--- src/rtl/uart_receiver_pkg.sv ---
// Shared types and constants for the UART receive path.
//   bit_t / uint8_t   : basic scalar and byte types
//   uart_rx_state_t   : receive state machine states
//   UART_DATA_BITS    : data bits per frame
//   UART_IDLE_LEVEL   : level of an idle rx line
package uart_receiver_pkg;

  typedef logic       bit_t;
  typedef logic [7:0] uint8_t;

  typedef enum logic [2:0] {
    IDLE,
    START,
    DATA,
    PARITY,
    STOP
  } uart_rx_state_t;

  localparam int   UART_DATA_BITS  = 8;
  localparam bit_t UART_IDLE_LEVEL = 1'b1;

endpackage

--- src/rtl/uart_rx_sync_edge.sv ---
// Two-flop synchroniser for the asynchronous rx pin plus falling-edge detect.
// Ports:
//   clk      in   system clock
//   reset    in   synchronous active-high reset; flops return to the idle level
//   async_in in   raw rx line
//   synced   out  synchronised line level
//   fall     out  high for one cycle when synced goes 1 -> 0
module uart_rx_sync_edge
  import uart_receiver_pkg::*;
(
  input  logic clk,
  input  logic reset,
  input  logic async_in,
  output logic synced,
  output logic fall
);

  bit_t sync1_reg;
  bit_t sync2_reg;
  bit_t prev_reg;

  always_ff @(posedge clk) begin
    if (reset) begin
      sync1_reg <= UART_IDLE_LEVEL;
      sync2_reg <= UART_IDLE_LEVEL;
      prev_reg  <= UART_IDLE_LEVEL;
    end else begin
      sync1_reg <= async_in;
      sync2_reg <= sync1_reg;
      prev_reg  <= sync2_reg;
    end
  end

  assign synced = sync2_reg;
  assign fall   = prev_reg & ~sync2_reg;

endmodule

--- src/rtl/uart_receiver.sv ---
// UART receive stage: start, 8 data bits LSB first, parity, stop.
// Samples each bit at mid-bit using a down-counting timer and presents the
// byte with a one-cycle rx_valid pulse together with parity/framing flags.
// Ports:
//   clk            in   system clock
//   reset          in   synchronous active-high reset
//   serial_input   in   asynchronous rx line, idle high
//   data_out       out  last received byte, held until the next frame completes
//   rx_valid       out  one-cycle pulse when data_out and the flags update
//   parity_error   out  parity mismatch for the frame in data_out
//   framing_error  out  stop bit sampled low for the frame in data_out
//   busy           out  high from start detection until the frame ends
module uart_receiver
  import uart_receiver_pkg::*;
#(
  parameter int CLKS_PER_BIT = 5208,
  parameter bit PARITY_ODD   = 1'b0
) (
  input  logic       clk,
  input  logic       reset,
  input  logic       serial_input,
  output logic [7:0] data_out,
  output logic       rx_valid,
  output logic       parity_error,
  output logic       framing_error,
  output logic       busy
);

  localparam int TW = $clog2(CLKS_PER_BIT);
  localparam logic [TW-1:0] TIMER_FULL = TW'(CLKS_PER_BIT - 1);
  localparam logic [TW-1:0] TIMER_HALF = TW'(CLKS_PER_BIT / 2 - 1);
  localparam logic [2:0]    LAST_BIT   = 3'(UART_DATA_BITS - 1);

  bit_t line_synced;
  bit_t line_fall;

  uart_rx_sync_edge u_sync_edge (
    .clk      (clk),
    .reset    (reset),
    .async_in (serial_input),
    .synced   (line_synced),
    .fall     (line_fall)
  );

  uart_rx_state_t state_reg;
  logic [TW-1:0]  timer_reg;
  logic [2:0]     bit_idx_reg;
  uint8_t         shift_reg;
  bit_t           parity_bit_reg;

  logic timer_expired;
  assign timer_expired = (timer_reg == '0);

  always_ff @(posedge clk) begin
    if (reset) begin
      state_reg      <= IDLE;
      timer_reg      <= '0;
      bit_idx_reg    <= '0;
      shift_reg      <= '0;
      parity_bit_reg <= 1'b0;
      data_out       <= '0;
      rx_valid       <= 1'b0;
      parity_error   <= 1'b0;
      framing_error  <= 1'b0;
      busy           <= 1'b0;
    end else begin
      rx_valid <= 1'b0;
      case (state_reg)
        IDLE: begin
          // Edge detection only happens here, so edges inside a frame never resync.
          if (line_fall) begin
            state_reg <= START;
            timer_reg <= TIMER_HALF;
            busy      <= 1'b1;
          end
        end
        START: begin
          if (timer_expired) begin
            if (!line_synced) begin
              state_reg   <= DATA;
              timer_reg   <= TIMER_FULL;
              bit_idx_reg <= '0;
            end else begin
              // Line back high at mid start bit: treat as a glitch.
              state_reg <= IDLE;
              busy      <= 1'b0;
            end
          end else begin
            timer_reg <= timer_reg - 1'b1;
          end
        end
        DATA: begin
          if (timer_expired) begin
            shift_reg[bit_idx_reg] <= line_synced;
            timer_reg              <= TIMER_FULL;
            if (bit_idx_reg == LAST_BIT) begin
              state_reg <= PARITY;
            end else begin
              bit_idx_reg <= bit_idx_reg + 1'b1;
            end
          end else begin
            timer_reg <= timer_reg - 1'b1;
          end
        end
        PARITY: begin
          if (timer_expired) begin
            parity_bit_reg <= line_synced;
            timer_reg      <= TIMER_FULL;
            state_reg      <= STOP;
          end else begin
            timer_reg <= timer_reg - 1'b1;
          end
        end
        STOP: begin
          if (timer_expired) begin
            // Return to IDLE at mid stop bit so a start edge right after
            // the stop bit is still caught.
            state_reg     <= IDLE;
            data_out      <= shift_reg;
            rx_valid      <= 1'b1;
            parity_error  <= ((^shift_reg) ^ PARITY_ODD) != parity_bit_reg;
            framing_error <= ~line_synced;
            busy          <= 1'b0;
          end else begin
            timer_reg <= timer_reg - 1'b1;
          end
        end
        default: begin
          state_reg <= IDLE;
          busy      <= 1'b0;
        end
      endcase
    end
  end

endmodule
--- config.mk ---
export PLATFORM = sky130hd
export DESIGN_NAME = uart_receiver
export DESIGN_NICKNAME = d
export VERILOG_FILES = /design/src/rtl/uart_receiver_pkg.sv /design/src/rtl/uart_rx_sync_edge.sv /design/src/rtl/uart_receiver.sv
export SDC_FILE = /design/constraint.sdc
export NUM_CORES = 1
export LEC_CHECK = 0
export BUFFER_PORTS_ARGS = -buffer_cell sky130_fd_sc_hd__clkbuf_2
export CORE_MARGIN = 4
export CORE_UTILIZATION = 45
export DETAILED_ROUTE_END_ITERATION = 8
export GPL_TIMING_DRIVEN = 0
export HOLD_SLACK_MARGIN = 0.05
export PLACE_DENSITY_LB_ADDON = 0.2
export SLEW_MARGIN = 0
export SYNTH_ARGS = -nofsm -noshare
export SYNTH_HDL_FRONTEND = slang
export SYNTH_SLANG_ARGS = --single-unit
--- constraint.sdc ---
create_clock -name clk -period 1.83 [get_ports clk]
set_input_delay 0.2745 -clock clk [delete_from_list [all_inputs] [get_ports clk]]
set_output_delay 0.2745 -clock clk [all_outputs]
set_load 0.02 [all_outputs]
==> metrics.txt <==
first-pass GRT wire length 10160 um; Die Y about 80 um; final critical-path required period 2.052 ns; CTS sink cnt 43; root buffer cell clkbuf_8; CTS tree done; die area slightly above 6000 um^2; failing checks setup timing; number of buffers created by CTS 5; first drt pass iteration count 4; core area 4786 um^2; Overall Global Routing Usage 20.77%; final wirelength about 6300 um; Sw Share 32.45%; largest net degree at the start of global routing 15; Post-synth EDFFs 0; area leader, netlist dfxtp_1; Slew @ Worst Pin 0.6530 ns; DR vias/cell 5.650; distinct cell type count after synthesis 55; DR iter-0 viols 176; Syn Inst Count 258; outcome finished with violations; met1 Use GR between 20 and 30%; pre-CTS WS -0.3855 ns; WL/cell around 17 um; Final period util 112.1%; via count 2130; Seq/Total Area, Yosys 38.33%; kind of critical path reg -> reg; Internal 0.001828 W; mapped cell area 2246 um^2; synth top area cells dfxtp_1 38%, nor2_1 5.0%, a21oi_1 4.9%; row cnt 25; Area Overhead vs Synth 38.50%; Fmax 487.3 MHz; Yosys warnings 0; ANT cells 0; CTS clk-pin slew, worst paths approximately 0.090 ns; Final setup viols 26; sequential power share roughly 38%; vias in the first global route 2033; Async S/R FF share, synth 0%; PortBufs 13; CP arrival 2.23 ns; Post-Place Cells 338; count leader, synth dfxtp_1; Post-route DRC 0; clock buffer depth 2; final-stage net count 316; Crit path required time 2.01 ns; fin. max-slew vios 0; Comb pwr share between 30% and 40%; RSZ-0062 raised after global routing true; gpl congestion 0.7947; clock latency at the later pin of the worst-skew pair 0.30 ns; share of cells above drive strength 1 40.97%; Yosys top cell area share 38.33%; FF+latch count, synth 43; met3 Resource Use GR 4.587%; met2 usage roughly a third; CP Max Fanout 4; Routed Antenna Nets 0; grt peak-use layer met2; grt ovf 0; initial core utilization ~47%; max FFs per register 13; Synth top cells by count 43 x dfxtp_1, 30 x nor2_1, 25 x nand2_1; final hold vios 0; pwr dens 870.1 nW/um^2; endpoint type of the worst setup path flip-flop; CP Launch Type flip-flop; Post-synth top flop dfxtp_1; syn avg cell area 8.705 um^2; DP HPWL 3592 um; htree depth 2; Final WS setup -0.2222 ns; Final Util 64.99%; number of fillers in the final layout 372; Horiz. Die Dim 78.65 um; Leak 1.145 nW; max-cap viol count 0; initial antenna violation count 0; skew final between 0.008 and 0.009 ns; Net Switching just under 0.0009 W; Clock power frac between 20 and 30%; Worst Hold Class in -> reg; Finished Layout Cells roughly 380; I/O Pins 15; Max rail drop VDD 0.5998 mV; Rel. slew slack a little under three fifths; syn nets about 270
-- cell families after synthesis --
| group | synth area share, % |
|---|---|
| buffers and inverters | 4.679 |
| DFF | 38.33 |
| adders and majority gates | 2.229 |
| and+or+nand+nor | 26.91 |
| muxes | 4.903 |
| AOI/OAI and AO/OA | 19.61 |
| xor gates and xnor gates | 3.343 |
-- timing repair --
| item | CTS | global route |
|---|---|---|
| setup buffers | 16 | 14 |
| cloned | 3 | 0 |
| endpoints found under the setup margin | 37 | 39 |
| hold buffers | 0 | 0 |
| pin swaps | 18 | 21 |
| gates resized for setup | 43 | 26 |
-- path summary, 6_finish.rpt --
| check | start | end | slack [ns] | cells after the start |
|---|---|---|---|---|
| min reg2reg | u_sync_edge.sync1_reg | u_sync_edge.synced | 0.42 | 1 |
| min | serial_input | u_sync_edge.sync1_reg | 0.15 | 2 |
| max reg2reg | timer_reg[7] | shift_reg[5] | -0.22 | 5 |
| max | timer_reg[7] | shift_reg[5] | -0.22 | 5 |
-- worst max-delay path: stages, from the launching register on --
cell and delay [ns]:
dfxtp_4 0.37, or4_4 0.59, nor4_4 0.42, and4_1 0.30, mux2i_1 0.19, nor2_1 0.05
-- metrics by stage --
stage	area [um^2]	TNS [ns]	hold slack [ns]	power (W)
floorplan	2338	-0.5723	0.3783	0.001483
finish	3110	-3.261	0.1515	0.002707
detailed placement	2487	-8.183	0.3952	0.001588
global placement	2487	-7.821	0.3961	0.001584
CTS	2899	-2.064	0.1459	0.002594
global route	3110	-5.677	0.1536	0.002813
-- cell usage in the layout (no fill, tap or decap), types with 5 or more instances in the layout --
cell      Yosys  final
nand2_1      25     23
xnor2_1       5      5
a21oi_2       0      6
a221oi_2      4      5
clkbuf_2      0     13
buf_6         1      5
nor3_1        7      5
clkbuf_1     12      9
clkbuf_8      0      5
mux2i_1      11     11
dfxtp_1      43     35
nor2_1       30     26
a21o_1        5      5
o21ai_1       6      6
dfxtp_2       0      5
buf_4         0     26
inv_1         9      7
a21oi_1      22     16
-- final cells by class --
cell class / count / area [um^2] / area share [%]
buffer: 14 / 85.08 / 2.735
clock inverter: 3 / 43.79 / 1.408
timing repair buffer: 45 / 352.8 / 11.34
sequential: 43 / 878.3 / 28.24
multi-input combinational: 191 / 1564 / 50.28
tap: 67 / 83.83 / 2.695
inverter: 9 / 33.78 / 1.086
clock buffer: 5 / 68.82 / 2.212
-- per-layer routing --
layer | share of wire [%] | vias to the layer above
li1 | - | 1041
met2 | 46 | 53
met5 | 0 | -
met1 | 47 | 1026
met4 | 1.3 | 0
met3 | 6.1 | 10
-- power groups by stage --
stage | logic, W | clock network, W | registers [W]
2_1_floorplan | 0.000460 | 0 | 0.00102
3_3_place_gp | 0.000553 | 0 | 0.00103
3_5_place_dp | 0.000557 | 0 | 0.00103
4_1_cts | 0.000805 | 0.000773 | 0.00102
5_1_grt | 0.000983 | 0.000806 | 0.00102
6_report | 0.000924 | 0.000762 | 0.00102
(Power assumes the default switching activity.)
